## src/rtl/ctrl_decode_stage.sv

```systemverilog
// Decode stage: decodes RV32I (optionally RV32M) instructions into a control word and
// immediate, and buffers decoded entries in a small valid/ready FIFO toward execute.
module ctrl_decode_stage #(
    parameter int unsigned XLEN     = 32,
    parameter int unsigned DEPTH    = 2,
    parameter bit          ENABLE_M = 1'b0
) (
    input  logic            clk,
    input  logic            rst_n,
    input  logic            flush_i,
    input  logic            in_valid_i,
    output logic            in_ready_o,
    input  logic [31:0]     instr_i,
    input  logic [XLEN-1:0] pc_i,
    output logic            out_valid_o,
    input  logic            out_ready_i,
    output logic [23:0]     ctrl_o,
    output logic [4:0]      rd_o,
    output logic [4:0]      rs1_o,
    output logic [4:0]      rs2_o,
    output logic [XLEN-1:0] imm_o,
    output logic [XLEN-1:0] pc_o
);

    localparam int unsigned PW = (DEPTH > 1) ? $clog2(DEPTH) : 1;
    localparam int unsigned CW = $clog2(DEPTH + 1);

    localparam logic [6:0] OpLui    = 7'b0110111;
    localparam logic [6:0] OpAuipc  = 7'b0010111;
    localparam logic [6:0] OpJal    = 7'b1101111;
    localparam logic [6:0] OpJalr   = 7'b1100111;
    localparam logic [6:0] OpBranch = 7'b1100011;
    localparam logic [6:0] OpLoad   = 7'b0000011;
    localparam logic [6:0] OpStore  = 7'b0100011;
    localparam logic [6:0] OpImm    = 7'b0010011;
    localparam logic [6:0] OpReg    = 7'b0110011;

    localparam logic [6:0] F7Base = 7'b0000000;
    localparam logic [6:0] F7Alt  = 7'b0100000;
    localparam logic [6:0] F7Mul  = 7'b0000001;

    logic [6:0] opcode;
    logic [2:0] funct3;
    logic [6:0] funct7;

    logic [3:0] aluop;
    logic [2:0] cmpop;
    logic       load_regfile;
    logic [2:0] regfilemux_sel;
    logic       alumux1_sel;
    logic [2:0] alumux2_sel;
    logic       cmpmux_sel;
    logic       illegal;
    logic [31:0] imm32;

    logic [23:0]     dec_ctrl;
    logic [XLEN-1:0] dec_imm;

    assign opcode = instr_i[6:0];
    assign funct3 = instr_i[14:12];
    assign funct7 = instr_i[31:25];

    always_comb begin
        aluop          = 4'b0000;
        cmpop          = 3'b000;
        load_regfile   = 1'b0;
        regfilemux_sel = 3'd0;
        alumux1_sel    = 1'b0;
        alumux2_sel    = 3'd0;
        cmpmux_sel     = 1'b0;
        illegal        = 1'b0;
        imm32          = 32'h0;
        unique case (opcode)
            OpLui: begin
                load_regfile   = 1'b1;
                regfilemux_sel = 3'd2;
                imm32          = {instr_i[31:12], 12'h000};
            end
            OpAuipc: begin
                alumux1_sel = 1'b1;
                alumux2_sel = 3'd1;
                imm32       = {instr_i[31:12], 12'h000};
            end
            OpJal: begin
                load_regfile   = 1'b1;
                regfilemux_sel = 3'd4;
                alumux1_sel    = 1'b1;
                alumux2_sel    = 3'd5;
                imm32 = {{12{instr_i[31]}}, instr_i[19:12], instr_i[20], instr_i[30:21], 1'b0};
            end
            OpJalr: begin
                load_regfile   = 1'b1;
                regfilemux_sel = 3'd4;
                imm32          = {{20{instr_i[31]}}, instr_i[31:20]};
            end
            OpBranch: begin
                alumux1_sel = 1'b1;
                alumux2_sel = 3'd2;
                cmpop       = funct3;
                imm32 = {{20{instr_i[31]}}, instr_i[7], instr_i[30:25], instr_i[11:8], 1'b0};
            end
            OpLoad: begin
                imm32 = {{20{instr_i[31]}}, instr_i[31:20]};
            end
            OpStore: begin
                alumux2_sel = 3'd3;
                imm32       = {{20{instr_i[31]}}, instr_i[31:25], instr_i[11:7]};
            end
            OpImm: begin
                load_regfile = 1'b1;
                imm32        = {{20{instr_i[31]}}, instr_i[31:20]};
                unique case (funct3)
                    3'b010, 3'b011: begin
                        // slti -> blt, sltiu -> bltu; result comes from the comparator
                        cmpop          = funct3[0] ? 3'b110 : 3'b100;
                        regfilemux_sel = 3'd1;
                        cmpmux_sel     = 1'b1;
                    end
                    3'b001: begin
                        aluop   = 4'b0001;
                        illegal = (funct7 != F7Base);
                    end
                    3'b101: begin
                        if (funct7 == F7Base) begin
                            aluop = 4'b0101;
                        end else if (funct7 == F7Alt) begin
                            aluop = 4'b0010;
                        end else begin
                            illegal = 1'b1;
                        end
                    end
                    default: aluop = {1'b0, funct3};
                endcase
            end
            OpReg: begin
                load_regfile = 1'b1;
                alumux2_sel  = 3'd4;
                if (funct7 == F7Base) begin
                    if (funct3 == 3'b010 || funct3 == 3'b011) begin
                        cmpop          = funct3[0] ? 3'b110 : 3'b100;
                        regfilemux_sel = 3'd1;
                    end else begin
                        aluop = {1'b0, funct3};
                    end
                end else if (funct7 == F7Alt) begin
                    if (funct3 == 3'b000) begin
                        aluop = 4'b0011;
                    end else if (funct3 == 3'b101) begin
                        aluop = 4'b0010;
                    end else begin
                        illegal = 1'b1;
                    end
                end else if (funct7 == F7Mul && ENABLE_M) begin
                    aluop = {1'b1, funct3};
                end else begin
                    illegal = 1'b1;
                end
            end
            default: illegal = 1'b1;
        endcase
        // Illegal entries keep only the opcode so execute treats them as bubbles
        if (illegal) begin
            aluop          = 4'b0000;
            cmpop          = 3'b000;
            load_regfile   = 1'b0;
            regfilemux_sel = 3'd0;
            alumux1_sel    = 1'b0;
            alumux2_sel    = 3'd0;
            cmpmux_sel     = 1'b0;
        end
    end

    assign dec_ctrl = {opcode, aluop, cmpop, load_regfile, regfilemux_sel, alumux1_sel,
                       alumux2_sel, cmpmux_sel, illegal};
    assign dec_imm  = XLEN'($signed(imm32));

    logic [CW-1:0] cnt_q;
    logic [PW-1:0] wptr_q;
    logic [PW-1:0] rptr_q;
    logic          push;
    logic          pop;

    logic [23:0]     ctrl_mem [DEPTH];
    logic [14:0]     idx_mem  [DEPTH];
    logic [XLEN-1:0] imm_mem  [DEPTH];
    logic [XLEN-1:0] pc_mem   [DEPTH];

    function automatic logic [PW-1:0] ptr_inc(input logic [PW-1:0] p);
        return (p == PW'(DEPTH - 1)) ? '0 : p + 1'b1;
    endfunction

    assign in_ready_o  = (cnt_q < CW'(DEPTH));
    assign out_valid_o = (cnt_q != '0);
    assign push        = in_valid_i & in_ready_o & ~flush_i;
    assign pop         = out_valid_o & out_ready_i & ~flush_i;

    always_ff @(posedge clk or negedge rst_n) begin
        if (!rst_n) begin
            cnt_q  <= '0;
            wptr_q <= '0;
            rptr_q <= '0;
        end else if (flush_i) begin
            cnt_q  <= '0;
            wptr_q <= '0;
            rptr_q <= '0;
        end else begin
            if (push) wptr_q <= ptr_inc(wptr_q);
            if (pop)  rptr_q <= ptr_inc(rptr_q);
            case ({push, pop})
                2'b10:   cnt_q <= cnt_q + 1'b1;
                2'b01:   cnt_q <= cnt_q - 1'b1;
                default: cnt_q <= cnt_q;
            endcase
        end
    end

    // Payload storage is not reset; only the occupancy decides what is visible
    always_ff @(posedge clk) begin
        if (push) begin
            ctrl_mem[wptr_q] <= dec_ctrl;
            idx_mem[wptr_q]  <= {instr_i[11:7], instr_i[19:15], instr_i[24:20]};
            imm_mem[wptr_q]  <= dec_imm;
            pc_mem[wptr_q]   <= pc_i;
        end
    end

    assign ctrl_o                = ctrl_mem[rptr_q];
    assign {rd_o, rs1_o, rs2_o}  = idx_mem[rptr_q];
    assign imm_o                 = imm_mem[rptr_q];
    assign pc_o                  = pc_mem[rptr_q];

endmodule

```

## config.mk

```make
export PLATFORM = sky130hd
export DESIGN_NAME = ctrl_decode_stage
export DESIGN_NICKNAME = d
export VERILOG_FILES = /design/src/rtl/ctrl_decode_stage.sv
export SDC_FILE = /design/constraint.sdc
export NUM_CORES = 1
export LEC_CHECK = 0
export CAP_MARGIN = 25
export CORE_MARGIN = 3
export CORE_UTILIZATION = 50
export DETAILED_ROUTE_END_ITERATION = 16
export DONT_BUFFER_PORTS = 1
export PLACE_DENSITY_LB_ADDON = 0.12
export SETUP_SLACK_MARGIN = 0.15
export SYNTH_ARGS = -nofsm -noshare
export SYNTH_HDL_FRONTEND = slang
export SYNTH_SLANG_ARGS = --single-unit
export TNS_END_PERCENT = 10
```

## constraint.sdc

```tcl
create_clock -name clk -period 8.96 [get_ports clk]
set_input_delay 0.896 -clock clk [delete_from_list [all_inputs] [get_ports clk]]
set_output_delay 0.896 -clock clk [all_outputs]
set_load 0.05 [all_outputs]
```

==> results of run 1 <==
power by group:
group | total [mW] | switching, mW | internal (mW)
clock network | 0.844 | 0.333 | 0.510
registers | 1.13 | 0.0183 | 1.11
logic | 0.253 | 0.197 | 0.0556
total | 2.23 | 0.549 | 1.68
synthesized netlist by cell type, drive strengths merged (3+ instances only):
library cell  instances
buf                   9
dfrtp                 4
nand2                 9
edfxtp              204
a211oi                4
nand3                 8
a22o                  4
and3                  3
a21o                 20
a31oi                 3
xor2                  4
and2                  8
o21ai                 5
clkbuf               13
nor3                  9
o211ai                3
nor2                  8
mux2                103
inv                   9
a21oi                 7
sequential cells by signal (all words and copies together) (netlist names):
name	cells
idx_mem	30
cnt_q	2
imm_mem	64
ctrl_mem	46
rptr_q	1
pc_mem	64
wptr_q	1
critical path, stage by stage, from the launching register on:
cell and delay, ns:
dfrtp_4 0.91, buf_4 0.60, mux2_2 0.53
cells by family (layout without fill, tap and decap cells):
group,after synthesis,after routing,synth area share
compound gates,58,58,0.05370
simple gates,63,63,0.04463
flops,208,208,0.7401
xor+xnor,4,4,0.004164
other cells,1,1,0.0004458
buf+inv,32,57,0.01904
mux,103,103,0.1379
layer usage:
metal  part of all wire  track usage  vias to the layer above  wire length, um
met3               0.11      0.06538                       22             1816
met2               0.47       0.2790                      172             7636
met4              0.018      0.03583                        0              288
li1                   -            -                     1858                -
met5                  0            0                        -                0
met1               0.39       0.2206                     2024             6346
how the worst min path moves through the flow:
stage	to	startpoint	cells after the start	slack [ns]
6_report	cnt_q[1]	rst_n	0	0.1
5_1_grt	cnt_q[1]	rst_n	0	0.08
4_1_cts	cnt_q[1]	rst_n	0	0.08
3_5_place_dp	wptr_q	wptr_q	2	0.58
3_3_place_gp	cnt_q[0]	cnt_q[1]	2	0.56
2_1_floorplan	wptr_q	wptr_q	2	0.52
cells in the final DEF, fill, tap and decap left out, types with 4 or more instances in the layout:
cell	n
nand3_1	8
and2_1	6
o21ai_0	5
mux2_2	103
buf_4	6
a21oi_1	6
inv_1	9
nand2_1	9
nor3_1	7
edfxtp_1	204
clkbuf_16	23
xor2_1	4
nor2_1	8
a22o_1	4
clkbuf_1	12
a21o_1	20
a211oi_1	4
area by class of cell:
| class | instances | area share |
|---|---|---|
| sequential | 208 | 0.6665 |
| multi-input combinational | 229 | 0.2185 |
| clock buffer | 36 | 0.06787 |
| tap | 216 | 0.02892 |
| timing repair buffer | 8 | 0.009906 |
| clock inverter | 4 | 0.004685 |
| inverter | 9 | 0.003614 |
through the flow:
| step | util | total power, mW | setup WS [ns] |
|---|---|---|---|
| final | 0.5779 | 2.227 | 5.417 |
| after floorplan | - | 1.386 | 0.3161 |
| after global placement | 0.5330 | 1.402 | 5.961 |
| after global routing | 0.5779 | 2.305 | 5.292 |
| after detailed placement | 0.5330 | 1.404 | 5.916 |
| after CTS | 0.5750 | 2.255 | 5.384 |
==> results.cfg, run 1 <==
[status]
outcome = finished clean

[placement]
routabilityCongestion = 0.7825
portBuffers = 0
place_area_mm2 = 0.008621
placed_cells = 668
dp_hpwl_mm = 10.42

[timing]
worst-slew-pin-transition_ns = 0.8147
maxSlewViolCount = 0
fin_skew_ns = 0.004978
final.min_clock_period_ns = 3.543
hold_ws_ns = 0.09886
setup_violations = 0
rsz0062_at_grt = false
relSlewSlack = 0.4568
final.setup.tns_ns = 0
max_freq_mhz = 282.2
finalHoldViolations = 0
fin_crit_sh = 0.3954

[logic_synthesis]
syn_inst = 469
async_flop_share = 0.01923
yosys-top-cells-area = edfxtp_1, mux2_2, a21o_1, dfrtp_1, clkbuf_1
synth_edf_count = 204
ys_seq_area_frac = 0.7401
yosysTopAreaCell = edfxtp_1
netlist_area_mm2 = 0.008412
synthDistinctLibCells = 55
yosysWarnings = 0
yosys.area.top_type_share = 0.7282
ys_ff_latch = 208
ys.flop_type = edfxtp_1
avgSynthCellArea_um2 = 17.94
syn-num-nets = 538

[floorplanning]
die_w_um = 135.7
rows = 46
io-pin-count = 174
core_area_mm2 = 0.01617
die-area_mm2 = 0.01842
start_util = 0.5201
die_y_um = 135.7

[final_layout]
fin_nets = 547
multi_input_area_mm2 = 0.002042
fill_cells = 1270
drive_above_1_share = 0.3117
stdcell_area_mm2 = 0.009346
area_growth_pct = 11.11
diodes = 0
layout.area.seq_mm2 = 0.006230
stdcell_count = 710

[worst_setup_path]
crit_type = reg -> out
required_ns = 8.06
cp_data_arrival_time_ns = 2.65
crit_end = imm_o[25]
r2r_setup_slack_ns = 6.95
r2r_start = cnt_q[1]
rr_worst_depth = 4
worstSetupStartpointType = register
cp-startpoint = rptr_q
endpoint_kind = output port
critPathMaxFanout = 60
r2r-end = idx_mem[1][2]

[power]
p_leak_nw = 3.097
powerDensity_mw_per_mm2 = 238.3
peakVddDrop_mv = 0.1615

[job]
maxCapViolCount = 0

[drt]
drtIter0Drc = 268
wl_per_cell_um = 22.66
via_count = 4076
postRouteAntennaNets = 0
viasPerCell = 5.741
first_pass_iters = 4
drc = 0
routed_wl_mm = 16.09

[clock_tree]
htree_levels = 1
path_clk_slew_ns = 0.06
cts_tree = yes
cts_max_path_buffers = 3
cts.sinks = 208
clk_latency_ns = 0.49
post-cts-setup-buffer-count = 0
cts_resized = 0
tritoncts.num_buffers = 22
hold_buffers = 0
root_buffer = clkbuf_16

[grt]
track_usage = 0.1709
grt_pass1_wl_mm = 24.16
grt_pass1_vias = 4162
grt_max_degree = 77
antenna_found_initial = 0
grt-ovfl-total = 0

[worst_hold_path]
hold_path_class = in -> async
Power figures use the tool's default switching activity.
==> run 2, diff against run 1 <==
Clock period 8.96 ns to 3.53 ns, I/O delays scaled along.
==> run 2 against run 1 <==
Against the previous run:
- wire length is 2.9% higher
- cell area is 6.0% higher
- first-iteration DRC count is 1.5% higher
- highest routed layer unchanged
- count of clock-buffer cells in the layout is 6 lower
- critical path depth stayed put
- critical path type unchanged
- non-clock buffer count is 55 higher
- via count is 4.8% higher
- power grew to 2.5 times the previous value
- sequential share of layout area is 3.8 points lower
- sequential power grew to 2.5 times the previous value
==> results.cfg, run 2 (same netlist as run 1, synthesis figures left out) <==
[job]
maxCapViolCount = 0

[final_layout]
drive_above_1_share = 0.2792
final_core_utilization = 0.6124
layout_common_cells = edfxtp_1, mux2_2, dlygate4sd3_1
fill_cells = 1184
biggestRegsByFlops = imm_mem x64, pc_mem x64, ctrl_mem x46
diodes = 0
mostFrequentLayoutCell = edfxtp_1
fin_nets = 602
area_growth_pct = 17.75
stdcell_area_mm2 = 0.009905
multi_input_area_mm2 = 0.002056
layout.area.seq_mm2 = 0.006230

[floorplanning]
start_util = 0.5201
die-area_mm2 = 0.01842
io-pin-count = 174
die_y_um = 135.7
core_area_mm2 = 0.01617
rows = 46
die_w_um = 135.7

[drt]
postRouteAntennaNets = 0
wl_per_cell_um = 21.67
via_count = 4272
viasPerCell = 5.592
drtIter0Drc = 272
first_pass_iters = 4
routed_wl_mm = 16.56
drc = 0

[timing]
fin_crit_sh = 0.7329
worst-slew-pin-transition_ns = 0.7483
finalHoldViolations = 0
rsz0062_at_grt = false
relSlewSlack = 0.4959
hold_ws_ns = 0.03859
final.min_clock_period_ns = 2.587
fin_skew_ns = 0.006041
max_freq_mhz = 386.6
setup_slack_ns = 0.9430
setup_violations = 0
maxSlewViolCount = 0

[placement]
place_ws_ns = 1.434
dp_hpwl_mm = 10.16
routabilityCongestion = 0.7963
place_area_mm2 = 0.008680
portBuffers = 0

[worst_setup_path]
required_ns = 3.18
critPathMaxFanout = 71
critical_path.top_delay_family = flip-flops
r2r_setup_slack_ns = 1.87
crit_type = reg -> out
endpoint_kind = output port
rr_worst_depth = 3
slowest_delay_ns = 0.72
slowest_stage = dfrtp_4
r2r_start = cnt_q[1]
crit_buf_inv = 1
cp_cell_sequence = buf_12 -> mux2_2
cp_data_arrival_time_ns = 2.23
r2r-end = ctrl_mem[1][6]
worstSetupStartpointType = register

[grt]
grt-ovfl-total = 0
grt_pass1_vias = 4424
antenna_found_initial = 0
grt_max_degree = 79
grt_pass1_wl_mm = 25.05
track_usage = 0.1760

[power]
pwr-share-comb = 0.127
internal_power_mw = 4.263
switching_share = 0.2488
fin_total_pwr_mw = 5.675
p_leak_nw = 3.323
powerDensity_mw_per_mm2 = 573.0
p_sw_mw = 1.412
peakVddDrop_mv = 0.3654
seqPwrFrac = 0.503
pwr-share-clk = 0.370

[clock_tree]
clk_latency_ns = 0.48
cts_tree = yes
cts.sinks = 208
htree_levels = 1
path_clk_slew_ns = 0.06
cts_max_path_buffers = 3
root_buffer = clkbuf_16
tritoncts.num_buffers = 22

[worst_hold_path]
hold_path_class = in -> reg
hold_end = cnt_q[1]
min_path_cells = 2
hp-start = in_valid_i

[status]
outcome = finished clean
## run 2: cell count changes in the layout (fill, tap and decap cells not counted), moves of 2 or more
cell and change:
buf_12 +2, buf_4 -2, clkbuf_1 -5, clkinv_1 +5
dlygate4sd3_1 +56
## run 2: cell type report
class	count	area share
Multi-Input combinational cell	229	0.2076
Inverter	9	0.003411
Sequential cell	208	0.6290
Tap cell	216	0.02729
Clock inverter	9	0.006316
Clock buffer	30	0.06076
Timing Repair Buffer	63	0.06569
## run 2: how the worst max path moves through the flow
| stage | from | endpoint | slack [ns] | depth (start not counted) |
|---|---|---|---|---|
| final | rptr_q | rs2_o[4] | 0.94 | 2 |
| after detailed placement | instr_i[31] | ctrl_mem[1][14] | 1.43 | 4 |
| after global placement | rptr_q | imm_o[11] | 1.48 | 2 |
| after CTS | rptr_q | imm_o[11] | 0.93 | 2 |
| after floorplan | cnt_q[1] | ctrl_mem[1][0] | -0.08 | 2 |
| after global routing | rptr_q | imm_o[21] | 0.86 | 2 |
## run 2: power by group through the flow
| stage | Sequential [mW] | Clock [mW] | Combinational [mW] |
|---|---|---|---|
| after detailed placement | 2.91 | 0 | 0.666 |
| after floorplan | 2.90 | 0 | 0.614 |
| final | 2.85 | 2.10 | 0.722 |
| after global placement | 2.90 | 0 | 0.664 |
| after CTS | 2.86 | 2.15 | 0.731 |
| after global routing | 2.86 | 2.27 | 0.753 |
## run 2: stage by stage
stage	TNS [ns]	cells
after floorplan	-7.699	469
after global placement	0	669
after detailed placement	0	669
after CTS	0	764
after global routing	0	764
final	0	764
## run 2: repair_timing
item	in CTS	in global routing
endpoints found under the hold margin	116	0
hold buffers	56	0
buffers inserted	0	0
gates resized for setup	0	0
setup endpoints to repair	0	0
## run 2: metal layers
| layer | track usage | share of wire | routed length (um) |
|---|---|---|---|
| met1 | 0.2221 | 0.40 | 6576 |
| met2 | 0.2898 | 0.49 | 8114 |
| met3 | 0.06352 | 0.095 | 1575 |
| met4 | 0.04871 | 0.017 | 289 |
| met5 | 0 | 0 | 0 |
==> run 3, diff against run 2 <==
Clock period 3.53 ns to 2.23 ns, I/O delays scaled along.
==> run 3 against run 2 <==
Against the previous run:
- first-iteration DRC count up 14%
- count of clock-buffer cells in the layout down 3
- die area unchanged
- largest power group unchanged
- sequential cell count unchanged
- power up 66%
- non-clock buffer count up 19
- sequential power up 58%
- largest cell class unchanged
- critical path type unchanged
- clock power up 76%
- worst hold slack worse by 0.028 ns
- global-route usage up 0.75 points
==> results.cfg, run 3 (same netlist as run 1, synthesis figures left out) <==
[worst_setup_path]
endpoint_kind = output port
r2r_start = cnt_q[1]
cp-startpoint = rptr_q
cp_data_arrival_time_ns = 1.80
worstSetupStartpointType = register
crit_end = pc_o[5]
critPathMaxFanout = 26
required_ns = 2.01
rr_worst_depth = 5
r2r-end = rptr_q
r2r_setup_slack_ns = 0.31
crit_type = reg -> out

[drt]
drc = 0
first_pass_iters = 4
via_count = 4455
drtIter0Drc = 309
routed_wl_mm = 17.07
postRouteAntennaNets = 0
viasPerCell = 5.690
wl_per_cell_um = 21.80

[final_layout]
fin_nets = 621
layout_common_cells = edfxtp_1, mux2_2, dlygate4sd3_1
drive_above_1_share = 0.2857
area_growth_pct = 21.20
fill_cells = 1162
diodes = 0
mostFrequentLayoutCell = edfxtp_1
biggestRegsByFlops = imm_mem x64, pc_mem x64, ctrl_mem x46

[timing]
final.setup.tns_ns = 0
max_freq_mhz = 495.5
fin_crit_sh = 0.9051
maxSlewViolCount = 0
rsz0062_at_grt = true
fin_skew_ns = 0.01901
setup_slack_ns = 0.2116
worst-slew-pin-transition_ns = 0.8330
relSlewSlack = 0.4388
finalHoldViolations = 0
final.min_clock_period_ns = 2.018
setup_violations = 0

[placement]
portBuffers = 0
dp_hpwl_mm = 10.71
routabilityCongestion = 0.8054
place_ws_ns = 0.2955

[clock_tree]
cts.sinks = 208
path_clk_slew_ns = 0.06
cts_tree = yes
tritoncts.num_buffers = 22
clk_latency_ns = 0.50
cts_max_path_buffers = 3
htree_levels = 1
root_buffer = clkbuf_16

[grt]
grt_pass1_wl_mm = 26.25
grt-ovfl-total = 0
grt_max_degree = 55
grt_pass1_vias = 4664
antenna_found_initial = 0
track_usage = 0.1835

[floorplanning]
die_y_um = 135.7
io-pin-count = 174
core_area_mm2 = 0.01617
die_w_um = 135.7
start_util = 0.5201
die-area_mm2 = 0.01842
rows = 46

[status]
outcome = finished clean

[power]
powerDensity_mw_per_mm2 = 923.6
p_leak_nw = 3.457
peakVddDrop_mv = 0.6758
fin_total_pwr_mw = 9.416

[job]
maxCapViolCount = 0

[worst_hold_path]
hold_path_class = in -> reg
[run 3: layout make-up]
class	instances	area (um2)	share of cell area
flip-flops and latches	208	6230	0.6111
multi-input cells	229	2056	0.2016
repair buffers	82	860.8	0.08444
clock buffers	27	590.6	0.05793
well taps	216	270.3	0.02651
clock inverters	12	153.9	0.01510
inverters	9	33.78	0.003314
[run 3: per-layer routing]
layer | wire, um | track usage
met5 | 0 | 0
met4 | 470 | 0.06103
met3 | 1460 | 0.05423
met2 | 8295 | 0.3061
met1 | 6845 | 0.2313
[run 3: repair_timing]
item                                   CTS  global route
hold buffers                            70             0
setup buffers                            0             0
endpoints found under the hold margin  186             0
gates resized for setup                  1             2
setup endpoints to repair               37            37
[run 3: worst min-delay path by stage]
stage	startpoint	slack, ns	end	depth (start not counted)
finish	instr_i[20]	0.01	imm_mem[1][11]	2
global route	instr_i[20]	0.02	imm_mem[1][0]	1
CTS	out_ready_i	0.0005	cnt_q[1]	3
detailed placement	rst_n	-0.07	cnt_q[1]	0
global placement	rst_n	-0.07	cnt_q[1]	0
floorplan	rst_n	-0.07	cnt_q[0]	0
[run 3: worst max-delay path, stage by stage, from the launching register on]
cell,delay [ns]
dfrtp_4,0.45
buf_4,0.33
mux2_2,0.52
[run 3: power by group]
group          switching [mW]  internal, mW  leakage, nW
combinational           0.888         0.321         1.22
clock                    1.37          2.33        0.364
sequential             0.0384          4.46         1.87
[run 3: through the flow]
stage                     utilization  cells  cell area [um2]  hold WS, ns
after detailed placement       0.5405    674             8742     -0.07249
after global placement         0.5405    674             8742     -0.07248
after global routing           0.6304    783            10190      0.02021
after floorplan                     -    469             8442     -0.07259
final                          0.6304    783            10190      0.01062
after CTS                      0.6301    783            10190    0.0005415
